`src/rtl/qpsk_dump_scheduler.sv`:
```
// qpsk_dump_scheduler: symbol-timing controller for the QPSK integrate-and-dump demodulator.
// Issues I/Q dump strobes (Q half a symbol after I), pairs decisions into symbols, applies +/-1 sample phase steps.
module qpsk_dump_scheduler #(
   parameter int SPS        = 8,
   parameter int ALIGN_SYMS = 2,
   parameter int CNT_W      = 16
) (
   input  logic             clk,
   input  logic             rst_n,
   input  logic             en,
   input  logic             smp_valid,
   input  logic [1:0]       phase_adj,
   output logic             dump_i,
   output logic             dump_q,
   input  logic             i_dec,
   input  logic             q_dec,
   output logic             sym_valid,
   output logic             sym_i,
   output logic             sym_q,
   input  logic             sym_ready,
   output logic             overflow,
   output logic [CNT_W-1:0] sym_count,
   output logic [1:0]       state
);
   localparam int PW = $clog2(SPS);
   localparam int AW = $clog2(ALIGN_SYMS + 1);
   typedef enum logic [1:0] {IDLE = 2'd0, ALIGN = 2'd1, RUN = 2'd2} state_t;
   state_t           r_state, w_state_nx;
   logic [PW-1:0]    r_cnt;
   logic [AW-1:0]    r_align_cnt;
   logic             r_skip, r_i_have, r_i_hold, r_di_d, r_dq_d;
   logic             r_sym_valid, r_sym_i, r_sym_q, r_overflow;
   logic [CNT_W-1:0] r_sym_count;
   logic             w_act, w_flush, w_last, w_wrap, w_half, w_new, w_xfer, w_run;
   always_comb begin
      w_act   = r_state != IDLE;
      w_run   = r_state == RUN && en;
      w_flush = r_state == IDLE && en;
      w_last  = r_cnt == PW'(SPS - 1);
      w_wrap  = w_act && smp_valid && w_last;
      w_half  = w_act && smp_valid && r_cnt == PW'(SPS / 2 - 1);
      w_new   = r_dq_d && r_i_have;
      w_xfer  = r_sym_valid && sym_ready;
      w_state_nx = r_state;
      if (!en) w_state_nx = IDLE;
      else if (r_state == IDLE) w_state_nx = ALIGN;
      else if (r_state == ALIGN && w_half && r_align_cnt == AW'(ALIGN_SYMS - 1)) w_state_nx = RUN;
   end
   assign dump_i    = w_flush | w_wrap;
   assign dump_q    = w_flush | w_half;
   assign sym_valid = r_sym_valid;
   assign sym_i     = r_sym_i;
   assign sym_q     = r_sym_q;
   assign overflow  = r_overflow;
   assign sym_count = r_sym_count;
   assign state     = r_state;
   always_ff @(posedge clk or negedge rst_n)
      if (!rst_n) r_state <= IDLE;
      else r_state <= w_state_nx;
   always_ff @(posedge clk or negedge rst_n) begin
      if (!rst_n) begin
         r_cnt       <= '0;
         r_align_cnt <= '0;
         r_skip      <= 1'b0;
         r_i_have    <= 1'b0;
         r_i_hold    <= 1'b0;
         r_di_d      <= 1'b0;
         r_dq_d      <= 1'b0;
         r_sym_valid <= 1'b0;
         r_sym_i     <= 1'b0;
         r_sym_q     <= 1'b0;
         r_overflow  <= 1'b0;
         r_sym_count <= '0;
      end else begin
         // decisions arrive one cycle after their dump; only RUN dumps are kept
         r_di_d <= w_wrap && w_run;
         r_dq_d <= w_half && w_run;
         if (w_xfer) r_sym_count <= r_sym_count + CNT_W'(1);
         if (!en) begin
            r_cnt       <= '0;
            r_skip      <= 1'b0;
            r_i_have    <= 1'b0;
            r_sym_valid <= 1'b0;
         end else if (r_state == IDLE) begin
            r_cnt       <= '0;
            r_skip      <= 1'b0;
            r_i_have    <= 1'b0;
            r_align_cnt <= '0;
            r_overflow  <= 1'b0;
         end else begin
            // retard holds cnt at 0 for one extra sample via r_skip
            if (smp_valid) begin
               if (w_last) begin
                  r_cnt  <= (phase_adj == 2'b01) ? PW'(1) : '0;
                  r_skip <= phase_adj == 2'b10;
               end else if (r_skip) r_skip <= 1'b0;
               else r_cnt <= r_cnt + PW'(1);
            end
            if (r_state == ALIGN && w_half) r_align_cnt <= r_align_cnt + AW'(1);
            if (r_di_d) begin
               r_i_hold <= i_dec;
               r_i_have <= 1'b1;
            end else if (w_new) r_i_have <= 1'b0;
            if (w_new && (!r_sym_valid || sym_ready)) begin
               r_sym_i     <= r_i_hold;
               r_sym_q     <= q_dec;
               r_sym_valid <= 1'b1;
            end else if (w_new) r_overflow <= 1'b1;
            else if (w_xfer) r_sym_valid <= 1'b0;
         end
      end
   end
endmodule

```
`config.mk`:
```
export PLATFORM = sky130hd
export DESIGN_NAME = qpsk_dump_scheduler
export DESIGN_NICKNAME = d
export VERILOG_FILES = /design/src/rtl/qpsk_dump_scheduler.sv
export SDC_FILE = /design/constraint.sdc
export NUM_CORES = 1
export LEC_CHECK = 0
export ABC_AREA = 0
export BUFFER_PORTS_ARGS = -buffer_cell sky130_fd_sc_hd__buf_4
export CAP_MARGIN = 20
export CORE_MARGIN = 10
export CORE_UTILIZATION = 40
export CTS_BUF_LIST = sky130_fd_sc_hd__clkbuf_2
export DETAILED_ROUTE_END_ITERATION = 12
export SLEW_MARGIN = 30
export SYNTH_ARGS = -nofsm -noshare
export SYNTH_HDL_FRONTEND = slang
export SYNTH_SLANG_ARGS = --single-unit
```
`constraint.sdc`:
```
create_clock -name clk -period 2.53 [get_ports clk]
set_input_delay 0.3795 -clock clk [delete_from_list [all_inputs] [get_ports clk]]
set_output_delay 0.3795 -clock clk [all_outputs]
set_load 0.005 [all_outputs]
```
Word-level counts from Yosys, hierarchy flattened
Index checks and enable logic that the tools add are counted.
Word-level totals
  input bits: 9
  output and inout port bits: 24
  register bits: 32
  word-level logic and storage cells: 85
Cells by class
  reductions and logical operators: 24
  add/sub/neg operators: 3
  mux-type cells: 27
  bitwise gates (word level): 3
  eq/ne operators: 15
Operators by type and width (count)
  1-bit two-way mux: 17
  16-bit by 1-bit adder with 16-bit output (second input constant): 1
  3-bit two-way mux: 5
  1-bit logical AND: 12
  3-bit AND reduction: 4
  2-bit two-way mux: 5
  3-bit by 1-bit inequality test with 1-bit output (second input constant): 3
  2-bit by 1-bit equality test with 1-bit output (second input constant): 3
  2-bit nonzero test: 3
  2-bit equality test (second input constant): 2
  2-bit inequality test (second input constant): 2
  4-bit by 1-bit inequality test with 1-bit output (second input constant): 1
  4-bit by 2-bit inequality test with 1-bit output (second input constant): 1
  2-bit AND reduction: 2
  3-bit by 1-bit adder with 3-bit output (second input constant): 1
  3-bit by 2-bit equality test with 1-bit output (second input constant): 1
  3-bit equality test (second input constant): 1
  3-bit by 2-bit inequality test with 1-bit output (second input constant): 1
  2-bit by 1-bit adder with 2-bit output (second input constant): 1
  2-bit logical NOT: 1
  1-bit bitwise OR: 2
  1-bit logical NOT: 1
  1-bit logical OR: 1
  1-bit NOT: 1

Longest topological paths before layout
Gate-level depths: netlist of run 1.
  depth after elaboration: 8
  mapped depth: 6
  gate-level depth less buffers: 6

Worst setup path before layout of run 1
No wires, ideal clock.
  kind: reg2reg
  start point: reg r_cnt[0]
  end point: reg r_cnt[2]
  library setup time: 0.072 ns
  period minus slack after synthesis: 1.607 ns
  arrival: 1.535 ns
  data required time: 2.458 ns
  path slack: 0.923 ns
  stages on the path, launching flop included: 6
  buffers on the path: 0
  cells stage by stage: dfrtp_1 > ha_1 > ha_1 > o21ai_0 > mux2_2 > nor2_1
Between the ends
  longest elaborated chain between the ends: 6
  elaborated cells on any way between the ends: 9
  those cells by class: add/sub: 1; eq/ne: 2; mux: 5; reduce/logical: 1
Ends and longest elaborated chain
  from (decl): RTL line 29  | logic [PW-1:0] r_cnt;
  from (signal assigned): RTL line 94  | r_cnt <= (phase_adj == 2'b01) ? PW'(1) : '0;
  from (signal assigned): RTL line 97  | else r_cnt <= r_cnt + PW'(1);
  3-bit by 1-bit adder with 3-bit output: RTL line 97
  3-bit two-way mux: RTL line 96  | end else if (r_skip) r_skip <= 1'b0;
  3-bit two-way mux: RTL line 93  | if (w_last) begin
  3-bit two-way mux: RTL line 92  | if (smp_valid) begin
  3-bit two-way mux: RTL line 84  | end else if (r_state == IDLE) begin
  3-bit two-way mux: RTL line 79  | if (!en) begin
Several ways; a longest one is shown, not always the timed one. The select of a mux whose other input is x is not followed.
A chain may end at the register's enable or synchronous reset.

Worst setup path after layout of run 1
  start point: reg r_cnt[0]
  end point: out dump_q
Between the ends
  longest elaborated chain between the ends: 3
Ends and longest elaborated chain
  3-bit by 2-bit equality test with 1-bit output: RTL line 41  | w_half = w_act && smp_valid && r_cnt == PW'(SPS / 2 - 1);
  1-bit logical AND: RTL line 41
  1-bit bitwise OR: RTL line 50  | assign dump_q = w_flush | w_half;
  to (decl): RTL line 14  | output logic dump_q,
No other way between the ends.

==> results of run 1 <==
==> cells by family (layout without fill, tap and decap cells) <==
family	count (synthesis)	after routing	share of synthesized area
muxes	6	6	0.0441
buffers and inverters	6	45	0.0158
xor gates and xnor gates	15	15	0.0873
adders and majority gates	6	6	0.0499
AOI/OAI and AO/OA	18	18	0.0723
DFF	32	32	0.532
and+or+nand+nor	53	53	0.199
==> flip-flops by register name, indices dropped and copies added (netlist names), 2 cells and up <==
signal       cells
state            2
sym_count       16
r_cnt            3
r_align_cnt      2
==> what timing repair did <==
action | 4_1_cts | 5_1_grt
resized for setup | 0 | 0
hold endpoints to repair | 32 | 0
endpoints found under the setup margin | 0 | 0
hold buffers | 1 | 0
==> synthesized netlist by cell type (all sizes together) <==
cell type,number,area share
o21ai,9,0.032
nor2,14,0.035
xor2,5,0.029
nand2b,5,0.021
nor3,2,0.017
mux2,5,0.037
buf,1,0.0033
and4,1,0.0058
nand4b,1,0.0058
nand4,2,0.012
a22o,2,0.012
o21a,1,0.0050
dfrtp,32,0.53
inv,5,0.012
nand2,14,0.035
and3,2,0.0083
or2,1,0.0042
a21oi,5,0.017
and2,1,0.0042
xnor2,10,0.058
o311a,1,0.0067
mux2i,1,0.0067
ha,6,0.050
nand3,7,0.033
nand3b,2,0.010
nor4bb,1,0.0067
==> metal layers <==
layer  vias up  wire length (µm)
met1       542              1250
met2        20              1590
met5         -                 0
li1        539                 -
met4         0                58
met3         8               206
==> how the worst max path moves through the flow <==
stage,start,slack (ps),endpoint
4_1_cts,r_cnt[0],440,dump_q
6_report,r_cnt[0],490,dump_q
2_1_floorplan,r_cnt[0],920,r_cnt[2]
5_1_grt,r_cnt[0],330,dump_q
3_3_place_gp,r_cnt[0],880,r_cnt[2]
3_5_place_dp,r_cnt[0],790,r_cnt[2]
==> where the power goes <==
part / switching [W] / internal [W]
Sequential: 0.00000349 / 0.000514
Clock: 0.000157 / 0.0000660
Combinational: 0.0000249 / 0.0000196
Total: 0.000185 / 0.000600
==> worst max-delay path, stage by stage, from the launching register on <==
cell and delay, ps:
dfrtp_1 420, ha_1 240, ha_1 190, nand2_1 180, o21ai_0 130, buf_4 150
==> layout make-up <==
type / instances / area [µm²] / share of cell area
Sequential cell: 32 / 801 / 0.434
Multi-Input combinational cell: 98 / 681 / 0.369
Timing Repair Buffer: 33 / 250 / 0.136
Tap cell: 48 / 60.1 / 0.0325
Clock buffer: 6 / 30.0 / 0.0163
Inverter: 5 / 18.8 / 0.0102
Clock inverter: 1 / 5.00 / 0.00271
==> stage by stage <==
stage,setup WS [ps],cell area [µm²],cells,util
after global routing,331,1850,223,0.504
after detailed placement,792,1800,215,0.492
after floorplan,923,1510,136,-
after global placement,881,1800,215,0.492
after CTS,440,1850,223,0.504
final,488,1850,223,0.504
==> results.sh, run 1 <==
export IMPL_outcome="finished, final reports clean"
export IMPL_cts_buffers=5
export IMPL_antenna_found_initial=0
export IMPL_cts_tree="done"
export IMPL_diodes=0
export IMPL_core_region_area_mm2=0.00366
export IMPL_ys_warn_count=0
export IMPL_rows=22
export IMPL_n_fill_cell=341
export IMPL_whs_path_depth=2
export IMPL_vias=1109
export IMPL_top_usage_layer="met2"
export IMPL_grtUsageTotal=0.102
export IMPL_crit_path_max_fanout=7
export IMPL_reg2reg_from="r_cnt[0]"
export IMPL_wl_per_cell_um=13.9
export IMPL_setup_tns_ps=0
export IMPL_drt_wl_total_mm=3.10
export IMPL_min_to="overflow"
export IMPL_hold_violations=0
export IMPL_worst_pin_slew_ps=434
export IMPL_io_pins=33
export IMPL_yosysSeqAreaShare=0.532
export IMPL_cp_arrival_ps=1660
export IMPL_synth_nets=151
export IMPL_critPathKind="flop to primary output"
export IMPL_critPathLaunchType="flop"
export IMPL_die_h_um=81.3
export IMPL_ys_ff_latch=32
export IMPL_port_buffers=32
export IMPL_grt_overflow=0
export IMPL_power_density_mw_per_mm2=425
export IMPL_start_util=0.411
export IMPL_syn_to_final_growth_pct=22.6
export IMPL_clk_pin_slew_worst_paths_ps=140
export IMPL_vdd_drop_max_v=0.000227
export IMPL_p_leak_nw=0.907
export IMPL_cts_max_level=2
export IMPL_die_area_mm2=0.00662
export IMPL_grt_max_degree=33
export IMPL_finalClockSkew_ps=11.7
export IMPL_max_slew_margin=0.708
export IMPL_netlist_instances=136
export IMPL_met2_usage=0.169
export IMPL_power_w=0.000785
export IMPL_rsz0062_at_grt="false"
export IMPL_drive_gt1_frac=0.291
export IMPL_reg2reg_to="r_cnt[2]"
export IMPL_grt_util_met1=0.114
export IMPL_grt_use_met3=0.0386
export IMPL_synthDistinctLibCells=30
export IMPL_post_route_period_util=0.807
export IMPL_nNetsFinal=190
export IMPL_mappedNetlistArea_mm2=0.00151
export IMPL_first_pass_iters=4
export IMPL_hp_class="input pin to flop"
export IMPL_finalMaxSlewViolations=0
export IMPL_drt_iter0_markers=49
export IMPL_clock_latency_ps=350
export IMPL_worstPathRequired_ps=2150
export IMPL_fin_hold_ws_ps=259
export IMPL_min_period_ps=2040
export IMPL_rr_worst_depth=5
export IMPL_drcViolationCount=0
export IMPL_grt_pass1_vias=1138
export IMPL_r2r_slack_ps=750
export IMPL_cts_setup_buffers=0
export IMPL_gp_congestion=0.744
export IMPL_ant_nets=0
export IMPL_drv_cap=0
export IMPL_clk_path_buf_depth=2
export IMPL_final_setup_viol_count=0
export IMPL_root_buffer="clkbuf_2"
export IMPL_worstHoldStart="en"
export IMPL_die_w_um=81.3
export IMPL_fmax_mhz=490
export IMPL_cts_sinks=32
export IMPL_avgSynthCellArea_um2=11.1
export IMPL_final_cell_mix="buf_4 (32), dfrtp_1 (32), nand2_1 (14), nor2_1 (14), xnor2_1 (10)"
export IMPL_dp_hpwl_mm=2.38
export IMPL_endpoint_kind="primary output"
export IMPL_viasPerCell=4.97
export IMPL_grt_pass1_wl_mm=5.33
(Power assumes the default switching activity.)
==> run 2: changes to the inputs <==
==> constraint.sdc (replaced) <==
create_clock -name clk -period 1.7 [get_ports clk]
set_input_delay 0.255 -clock clk [delete_from_list [all_inputs] [get_ports clk]]
set_output_delay 0.255 -clock clk [all_outputs]
set_load 0.005 [all_outputs]
==> run 2 against run 1 <==
- global-route usage increased by 0.52 points
- via count increased by 4.3%
- critical path type unchanged
- sequential share of layout area decreased by 2.8 points
==> results.sh, run 2 (synthesis results as in run 1) <==
export IMPL_whs_path_depth=2
export IMPL_grt_pass1_vias=1192
export IMPL_cts_tree="done"
export IMPL_r2r_slack_ps=50
export IMPL_fin_util=0.541
export IMPL_vias=1157
export IMPL_pre_cts_slack_ps=35.4
export IMPL_port_buffers=32
export IMPL_final_cell_mix="buf_4 (37), dfrtp_1 (30), nor2_1 (13)"
export IMPL_vdd_drop_max_v=0.000559
export IMPL_fin_hold_ws_ps=91.2
export IMPL_place_area_mm2=0.00181
export IMPL_reg2reg_from="r_cnt[0]"
export IMPL_drcViolationCount=0
export IMPL_drive_gt1_frac=0.370
export IMPL_clock_latency_ps=380
export IMPL_antenna_found_initial=0
export IMPL_die_area_mm2=0.00662
export IMPL_syn_to_final_growth_pct=31.6
export IMPL_grtUsageTotal=0.107
export IMPL_drt_wl_total_mm=3.41
export IMPL_cts_buffers=5
export IMPL_swShare=0.232
export IMPL_crit_path_max_fanout=3
export IMPL_cts_max_level=2
export IMPL_clk_pin_slew_worst_paths_ps=180
export IMPL_worstHoldStart="q_dec"
export IMPL_rr_worst_depth=6
export IMPL_max_slew_margin=0.725
export IMPL_n_fill_cell=333
export IMPL_worst_pin_slew_ps=413
export IMPL_drv_cap=0
export IMPL_layout_commonest_cell="buf_4"
export IMPL_power_density_mw_per_mm2=687
export IMPL_reg2reg_to="r_cnt[2]"
export IMPL_p_sw_w=0.000315
export IMPL_core_region_area_mm2=0.00366
export IMPL_p_int_w=0.00105
export IMPL_crit_path_start="r_cnt[0]"
export IMPL_dpl_cell_count=216
export IMPL_critPathLaunchType="flop"
export IMPL_grt_pass1_wl_mm=5.53
export IMPL_clk_path_buf_depth=2
export IMPL_setup_ws_ps=34.3
export IMPL_largest_reg_flops=16
export IMPL_grt_max_degree=33
export IMPL_finalMaxSlewViolations=0
export IMPL_die_w_um=81.3
export IMPL_fmax_mhz=600
export IMPL_drt_iter0_markers=42
export IMPL_worstPathRequired_ps=1440
export IMPL_dp_hpwl_mm=2.40
export IMPL_rows=22
export IMPL_critPathKind="flop to primary output"
export IMPL_finalClockSkew_ps=17.5
export IMPL_io_pins=33
export IMPL_p_comb_frac=0.055
export IMPL_p_leak_nw=0.949
export IMPL_min_period_ps=1670
export IMPL_endpoint_kind="primary output"
export IMPL_start_util=0.411
export IMPL_hold_violations=0
export IMPL_outcome="finished, final reports clean"
export IMPL_min_to="sym_q"
export IMPL_ant_nets=0
export IMPL_final_setup_viol_count=0
export IMPL_clock_power_share=0.378
export IMPL_first_pass_iters=4
export IMPL_diodes=0
export IMPL_cp_arrival_ps=1410
export IMPL_cts_sinks=32
export IMPL_design_area_mm2=0.00198
export IMPL_viasPerCell=5.05
export IMPL_hp_class="input pin to flop"
export IMPL_nNetsFinal=195
export IMPL_root_buffer="clkbuf_2"
export IMPL_fin_cells=229
export IMPL_gp_congestion=0.764
export IMPL_die_h_um=81.3
export IMPL_power_frac_seq=0.567
export IMPL_wl_per_cell_um=14.9
export IMPL_rsz0062_at_grt="true"
export IMPL_grt_overflow=0
export IMPL_post_route_period_util=0.980
==> run 2: layer usage <==
| metal | part of all wire | global-route usage |
|---|---|---|
| met2 | 0.53 | 0.189 |
| met1 | 0.39 | 0.111 |
| met4 | 0.012 | 0.0346 |
| met5 | 0 | 0 |
| met3 | 0.070 | 0.0497 |
==> run 2: critical path: stages (launching register included) <==
cell and delay, ps:
dfrtp_1 440, ha_4 200, ha_4 170, nand2_4 60, o21ai_2 50, buf_4 130
==> run 2: worst max path at each step <==
stage / end / slack, ps / cells past startpoint
after global routing: dump_i / -50 / 5
after global placement: r_cnt[2] / 140 / 6
after CTS: dump_i / 8 / 5
after floorplan: r_cnt[2] / 90 / 5
final: dump_i / 30 / 5
after detailed placement: r_cnt[2] / 40 / 6
==> run 2: per-stage QoR <==
step	setup TNS (ps)	total power, W
2_1_floorplan	0	0.000807
3_3_place_gp	0	0.000850
3_5_place_dp	0	0.000853
4_1_cts	0	0.00138
5_1_grt	-136	0.00143
6_report	0	0.00136
==> run 2: power by group through the flow <==
stage / logic [W] / clock network, W / registers, W
2_1_floorplan: 0.0000230 / 0 / 0.000784
3_3_place_gp: 0.0000661 / 0 / 0.000784
3_5_place_dp: 0.0000682 / 0 / 0.000785
4_1_cts: 0.0000735 / 0.000532 / 0.000772
5_1_grt: 0.0000836 / 0.000572 / 0.000774
6_report: 0.0000746 / 0.000514 / 0.000772
==> run 2: final cells by class <==
| class | instances | area (µm²) | share of cell area |
|---|---|---|---|
| Sequential cell | 32 | 803 | 0.406 |
| Inverter | 5 | 18.8 | 0.00948 |
| Timing Repair Buffer | 38 | 288 | 0.145 |
| Multi-Input combinational cell | 98 | 743 | 0.375 |
| Clock inverter | 3 | 42.5 | 0.0215 |
| Clock buffer | 5 | 25.0 | 0.0126 |
| Tap cell | 48 | 60.1 | 0.0303 |
==> run 2: repair_timing <==
item	in CTS	in global routing
pin swaps	3	2
setup buffers	3	1
setup endpoints to repair	3	3
endpoints found under the hold margin	32	0
resized for setup	11	6
hold buffers	1	0
